$ cat src/rtl/mem_stage.sv
// MEM pipeline stage: captures the EX->MEM bus, drives a valid/addr_ok/data_ok
// data SRAM port, aligns load data and stalls on WB back-pressure.
module mem_stage #(
  parameter int BUS_IN_W  = 108,
  parameter int BUS_OUT_W = 70
) (
  input  logic                 clk,
  input  logic                 rstn,
  input  logic                 ex2mem_valid_i,
  input  logic [BUS_IN_W-1:0]  ex2mem_bus_i,
  output logic                 mem_allowin_o,
  output logic                 mem2wb_valid_o,
  input  logic                 wb_allowin_i,
  output logic [BUS_OUT_W-1:0] mem2wb_bus_o,
  output logic                 data_req_o,
  output logic                 data_wr_o,
  output logic [1:0]           data_size_o,
  output logic [31:0]          data_addr_o,
  output logic [3:0]           data_wstrb_o,
  output logic [31:0]          data_wdata_o,
  input  logic                 data_addr_ok_i,
  input  logic                 data_data_ok_i,
  input  logic [31:0]          data_rdata_i,
  output logic                 mem_ale_o
);

  // Field positions inside the EX->MEM bus (LSB offsets).
  localparam int PC_LSB  = 0;
  localparam int WE_BIT  = 32;
  localparam int RD_LSB  = 33;
  localparam int EX_LSB  = 38;
  localparam int ST_LSB  = 70;
  localparam int CTL_LSB = 102;

  typedef enum logic [1:0] {
    S_IDLE,
    S_REQ,
    S_WAIT,
    S_DONE
  } state_e;

  typedef struct packed {
    logic       ld;
    logic       st;
    logic [1:0] size;
    logic       uns;
  } mem_op_t;

  // Load and store both set decodes as neither; ctl[0] is reserved.
  function automatic mem_op_t decode_op(input logic [5:1] ctl);
    mem_op_t op;
    op.ld   = ctl[5] & ~ctl[4];
    op.st   = ctl[4] & ~ctl[5];
    op.size = ctl[3:2];
    op.uns  = ctl[1];
    return op;
  endfunction

  // Size 2'b11 is handled as a word everywhere.
  function automatic logic misaligned(input logic [1:0] size, input logic [1:0] off);
    return ((size == 2'b01) && off[0]) || (size[1] && (off != 2'b00));
  endfunction

  function automatic logic [31:0] load_align(input logic [31:0] rdata, input logic [1:0] off,
                                             input logic [1:0] size, input logic uns);
    logic [31:0] sh;
    sh = rdata >> {off, 3'b000};
    case (size)
      2'b00:   return {{24{~uns & sh[7]}}, sh[7:0]};
      2'b01:   return {{16{~uns & sh[15]}}, sh[15:0]};
      default: return rdata;
    endcase
  endfunction

  state_e                state_q, state_d;
  logic                  req_q, req_d;
  logic                  valid_q, valid_d;
  logic                  ale_q, ale_d;
  logic [BUS_IN_W-1:0]   bus_q, bus_d;
  logic [31:0]           rdata_q, rdata_d;

  mem_op_t               in_op;
  logic                  in_mem, in_mis;
  logic                  accept;
  state_e                in_next;

  mem_op_t               q_op;
  logic [31:0]           q_addr, q_st, q_pc, wb_data;
  logic [4:0]            q_rd;
  logic                  q_mis, wb_rd_we;
  logic                  unused_ctl_rsvd;

  // Decode of the incoming instruction only steers the next state; it never
  // reaches an output without passing through a flop.
  assign in_op  = decode_op(ex2mem_bus_i[CTL_LSB+1 +: 5]);
  assign in_mem = in_op.ld | in_op.st;
  assign in_mis = in_mem & misaligned(in_op.size, ex2mem_bus_i[EX_LSB +: 2]);

  assign mem_allowin_o = (state_q == S_IDLE) | ((state_q == S_DONE) & wb_allowin_i);
  assign accept        = ex2mem_valid_i & mem_allowin_o;
  assign in_next       = (in_mem & ~in_mis) ? S_REQ : S_DONE;

  always_comb begin
    // NOTE: every _d gets a default first, so no path through the case can infer a latch.
    state_d = state_q;
    bus_d   = bus_q;
    rdata_d = rdata_q;
    ale_d   = accept & in_mis;

    if (accept) bus_d = ex2mem_bus_i;

    case (state_q)
      S_IDLE: if (accept) state_d = in_next;
      S_REQ: begin
        if (data_addr_ok_i) begin
          if (data_data_ok_i) begin
            state_d = S_DONE;
            rdata_d = data_rdata_i;
          end else begin
            state_d = S_WAIT;
          end
        end
      end
      S_WAIT: begin
        if (data_data_ok_i) begin
          state_d = S_DONE;
          rdata_d = data_rdata_i;
        end
      end
      S_DONE: if (wb_allowin_i) state_d = accept ? in_next : S_IDLE;
      default: state_d = S_IDLE;
    endcase

    req_d   = (state_d == S_REQ);
    valid_d = (state_d == S_DONE);
  end

  // Reset also abandons any outstanding SRAM response; it is not tracked afterwards.
  always_ff @(posedge clk or negedge rstn) begin
    if (!rstn) begin
      state_q <= S_IDLE;
      req_q   <= 1'b0;
      valid_q <= 1'b0;
      ale_q   <= 1'b0;
      bus_q   <= '0;
      rdata_q <= '0;
    end else begin
      // NOTE: non-blocking assignments so every flop samples the pre-edge values.
      state_q <= state_d;
      req_q   <= req_d;
      valid_q <= valid_d;
      ale_q   <= ale_d;
      bus_q   <= bus_d;
      rdata_q <= rdata_d;
    end
  end

  assign q_op   = decode_op(bus_q[CTL_LSB+1 +: 5]);
  assign q_addr = bus_q[EX_LSB +: 32];
  assign q_st   = bus_q[ST_LSB +: 32];
  assign q_rd   = bus_q[RD_LSB +: 5];
  assign q_pc   = bus_q[PC_LSB +: 32];
  assign q_mis  = (q_op.ld | q_op.st) & misaligned(q_op.size, q_addr[1:0]);
  assign unused_ctl_rsvd = bus_q[CTL_LSB];

  assign data_req_o   = req_q;
  assign data_wr_o    = q_op.st;
  assign data_size_o  = q_op.size;
  assign data_addr_o  = q_addr;

  always_comb begin
    data_wstrb_o = 4'b1111;
    data_wdata_o = q_st;
    case (q_op.size)
      2'b00: begin
        data_wstrb_o = 4'b0001 << q_addr[1:0];
        data_wdata_o = {4{q_st[7:0]}};
      end
      2'b01: begin
        data_wstrb_o = 4'b0011 << q_addr[1:0];
        data_wdata_o = {2{q_st[15:0]}};
      end
      default: ;
    endcase
  end

  // Stores and faulting accesses never write the register file.
  assign wb_rd_we = bus_q[WE_BIT] & ~q_op.st & ~q_mis;
  assign wb_data  = (q_op.ld & ~q_mis) ? load_align(rdata_q, q_addr[1:0], q_op.size, q_op.uns)
                                       : q_addr;

  assign mem2wb_valid_o = valid_q;
  assign mem2wb_bus_o   = {q_rd, wb_rd_we, wb_data, q_pc};
  assign mem_ale_o      = ale_q;

endmodule

$ cat config.mk
export PLATFORM = sky130hd
export DESIGN_NAME = mem_stage
export DESIGN_NICKNAME = d
export VERILOG_FILES = /design/src/rtl/mem_stage.sv
export SDC_FILE = /design/constraint.sdc
export NUM_CORES = 1
export LEC_CHECK = 0
export CORE_MARGIN = 1
export CORE_UTILIZATION = 30
export CTS_CLUSTER_SIZE = 28
export DETAILED_ROUTE_END_ITERATION = 10
export GPL_ROUTABILITY_DRIVEN = 1
export SLEW_MARGIN = 20
export SYNTH_ARGS = -nofsm -noshare
export SYNTH_HDL_FRONTEND = slang
export SYNTH_SLANG_ARGS = --single-unit
$ cat constraint.sdc
create_clock -name clk -period 2.4 [get_ports clk]
set_input_delay 0.48 -clock clk [delete_from_list [all_inputs] [get_ports clk]]
set_output_delay 0.48 -clock clk [all_outputs]
set_load 0.03 [all_outputs]
==> results.md <==
- Min-delay src: rdata_q[4]$_DFFE_PN0P_
- Drc violations: 0
- Final WL: approximately 22000 µm
- Dpl hpwl: 16600 µm
- Port bufs: a little under 300
- Sequential-to-total area share from yosys stat: approximately half
- Initial antenna violation count: 1
- Clock Latency Late Sink: 0.42 ns
- Worst reg2reg path startpoint: state_q[1]$_DFF_PN0_
- Top cells by area, synth: dfrtp_1 (48%), mux2_2 (24%), buf_4 (8.0%)
- Fin. max-slew vios: 0
- EDFF count, synth: 0
- Root Buffer: clkbuf_16
- Placement Setup Slack: -0.225 ns
- HP Class: reg2reg
- Largest area contributor in the netlist: dfrtp_1
- Placed cell area: 10400 µm²
- Crit start category: flop
- #FFs+latches synth: around 140
- Clock sinks: 144
- Via count: 5605
- Chip height: 160 µm
- Post-route minimum period: approximately 2.8 ns
- Synthesized net count: 772
- Crit-path cells: ha_4, and3b_2, a211o_4, a211o_4, o311ai_2, buf_4
- Portion of netlist area occupied by mux cells: about a quarter
- Die ar.: 25500 µm²
- Clock network power share: 14.2%
- DR iter-0 viols: between 200 and 250
- Post-synth top cells: mux2_2 (161), dfrtp_1 (144), buf_4 (80)
- Multi-input logic area: around 3300 µm²
- Xor/xnor cell area share of the yosys netlist: less than 1%
- Int Power: approximately 0.012 W
- Worst R2R Path Depth: 6
- Ys flop type: dfrtp_1
- Status: finished with violations
- Max VDD drop: approximately 0.9 mV
- Final cell count without fillers: 1210
- CTS buffer count: 17
- Violated checks: setup timing
- Row cnt: 57
- Via-to-Cell Ratio: around 4.6
- Fin Hold WS: 0.497 ns
- Setup ws final: -0.423 ns
- Pleak: between 4 and 5 nW
- Ys Warns: 0
- Clock skew: 0.0109 ns
- RD Place Congestion: 0.820
- Largest net degree at the start of global routing: 47
- First-pass GRT wire length: roughly 34000 µm
- Chip width: around 160 µm
- Final Hold Fails: 0
- Total gr overflow: 0
- Tightest Pin Transition: about 0.43 ns
- Synth top area share: approximately half
- Top-count cell post-synth: mux2_2
- Adder-cell share of the synthesized area: 0.335%
- Syn Inst Count: 624
- Fill count: around 2300
- PD cells: between 1500 and 2000 nW/µm²
- Largest stage delay, worst path: ~0.4 ns
- Starting Density: between 30% and 40%
- Min-Delay Endpoint: rdata_q[4]$_DFFE_PN0P_
- WHS Path Cells: 1
- Worst reg-to-reg setup slack: between 0.6 and 0.7 ns
- ANT nets after route: 0
- CP max stage cell: dfrtp_1
- Synth Area in Compound Gates: around 7.7%
- Net Switching: between 0.009 and 0.01 W
- Switching Share: between 40% and 50%
- CTS tree: yes
- Fin crit share: 118%
- Area share of and/or/nand/nor cells after synthesis: under 10%
- Final setup vio count: 33
- Logic pwr share: ~63%
- Fraction of layout cells with a size suffix above 1: 41.0%
- Global Route Usage Sum: 17.5%
- Max-cap viol count: 0
- Max frequency: 354 MHz
- Core area: 24400 µm²
- Vias in the first global route: approximately 5900
- Async SR Flop Fraction: 100%
- WP data required: about 1.9 ns
- Max FO, Critical Path: 8
- P&R area growth vs syn: 52.9%
- Reg clk slew, reported paths: roughly 0.060 ns
- Reg power frac: between 20% and 30%
- H-tree levels: 4
- Reg-to-reg endpoint: bus_q[49]$_DFFE_PN0N_
- Crit path arrival time: approximately 2.3 ns
- Critical path's most frequent cell: a211o_4
- Synth unique cells: 50
- Pre-antenna DRT Iters: 5
- CTS Buffer Depth: 2
- Largest family of logic cells by synthesized area: multiplexers
- Net count reported at finish: about 1000
- Slew Limit Headroom: 71.4%
- Critical Path End Type: output port
- RSZ-0062 raised after global routing: true
- Top-Level Pins: roughly 290
- Avg WL per Cell: 18.4 µm
- Post-Layout Inst Area: approximately 11000 µm²
- Syn avg cell area: approximately 12 µm²
- Mapped cell area: roughly 7500 µm²
- Placed cell count: 1168
- Crit Path Category: reg2out
- Register area: about 3600 µm²
[logic make-up (layout without fill, tap and decap cells)]
| group | after synthesis | in the layout |
|---|---|---|
| muxes | 175 | 175 |
| DFF | 144 | 144 |
| buffers and inverters | 127 | 387 |
| and+or+nand+nor | 98 | 98 |
| AOI/OAI and AO/OA | 77 | 78 |
| adders and majority gates | 2 | 2 |
| xor gates and xnor gates | 1 | 1 |
| other | 0 | 1 |
[state kept, by name (all words and copies together), names as in the netlist]
| register | cells |
|---|---|
| bus_q | 107 |
| rdata_q | 32 |
| state_q | 2 |
| data_req_o | 1 |
| mem2wb_valid_o | 1 |
| mem_ale_o | 1 |
[area by class of cell]
cell class | instances | area share (%)
inverter | 11 | 0.362
multi-input combinational | 354 | 28.6
clock buffer | 19 | 3.88
clock inverter | 12 | 1.82
sequential | 144 | 31.6
tap | 324 | 3.55
antenna | 1 | 0.0219
timing repair buffer | 345 | 30.2
[per-stage QoR]
step                      total power, W  util (%)  TNS (ns)
after floorplan                   0.0128         -    -0.806
after global placement            0.0171      42.7     -1.60
after detailed placement          0.0172      42.7     -2.25
after CTS                         0.0206      46.2    -12.42
after global routing              0.0219      46.8    -14.75
final                             0.0208      46.8    -11.61
[timing repair]
item                                    CTS  global route
hold buffers                              1             0
endpoints found under the setup margin   43            39
resized for setup                        41            64
pin swaps                                 4            11
setup buffers                             4             5
gates cloned                              2             0
endpoints found under the hold margin    30             0
[critical path: cells and delay by family (launching register included)]
kind,cells,cell delay [ns]
compound gates,3,0.82
fa+ha+maj,1,0.27
buf+inv,1,0.21
flops,1,0.40
simple gates,1,0.23
[worst max path at each step]
stage | slack [ns] | endpoint | startpoint | cells after the start
after floorplan | -0.16 | mem2wb_bus_o[34] | bus_q[106]$_DFFE_PN0N_ | 7
after global placement | -0.16 | mem2wb_bus_o[50] | bus_q[106]$_DFFE_PN0N_ | 7
after detailed placement | -0.23 | mem2wb_bus_o[50] | bus_q[106]$_DFFE_PN0N_ | 7
after CTS | -0.44 | mem2wb_bus_o[38] | bus_q[106]$_DFFE_PN0N_ | 10
after global routing | -0.51 | mem2wb_bus_o[43] | bus_q[107]$_DFFE_PN0N_ | 9
final | -0.42 | mem2wb_bus_o[50] | bus_q[107]$_DFFE_PN0N_ | 6
[metal layers]
metal,vias to the layer above,part of all wire [%],GRT usage (%)
met3,7,8.0,6.13
met2,208,50,29.4
met4,0,0.63,3.54
met5,-,0,0
li1,2627,-,-
met1,2763,42,21.5
[layout by cell type, fill, tap and decap left out, types with 4 or more instances in the layout]
cell type          n
and2_1             4
nor2_2             4
mux2i_1           13
a21oi_2            9
clkdlybuf4s50_1  226
nor2b_1            7
mux2_2           161
clkbuf_16         17
nand2b_1           4
inv_1              9
bufinv_16          5
buf_6             26
nand3_2            8
nor2_1            16
a222oi_1           5
nand2_1           44
buf_12            15
dfrtp_1          142
o21ai_1            5
buf_4             65
clkbuf_2           8
o211ai_2           6
o21ai_2            6
o21ai_0           10
[power by group through the flow]
stage	Sequential, W	Combinational [W]	Clock, W
final	0.00470	0.0131	0.00296
after global routing	0.00488	0.0138	0.00315
after CTS	0.00468	0.0129	0.00307
after detailed placement	0.00472	0.0124	0
after global placement	0.00468	0.0124	0
after floorplan	0.00436	0.00844	0
Note: power is estimated with default switching activity, not from simulation.
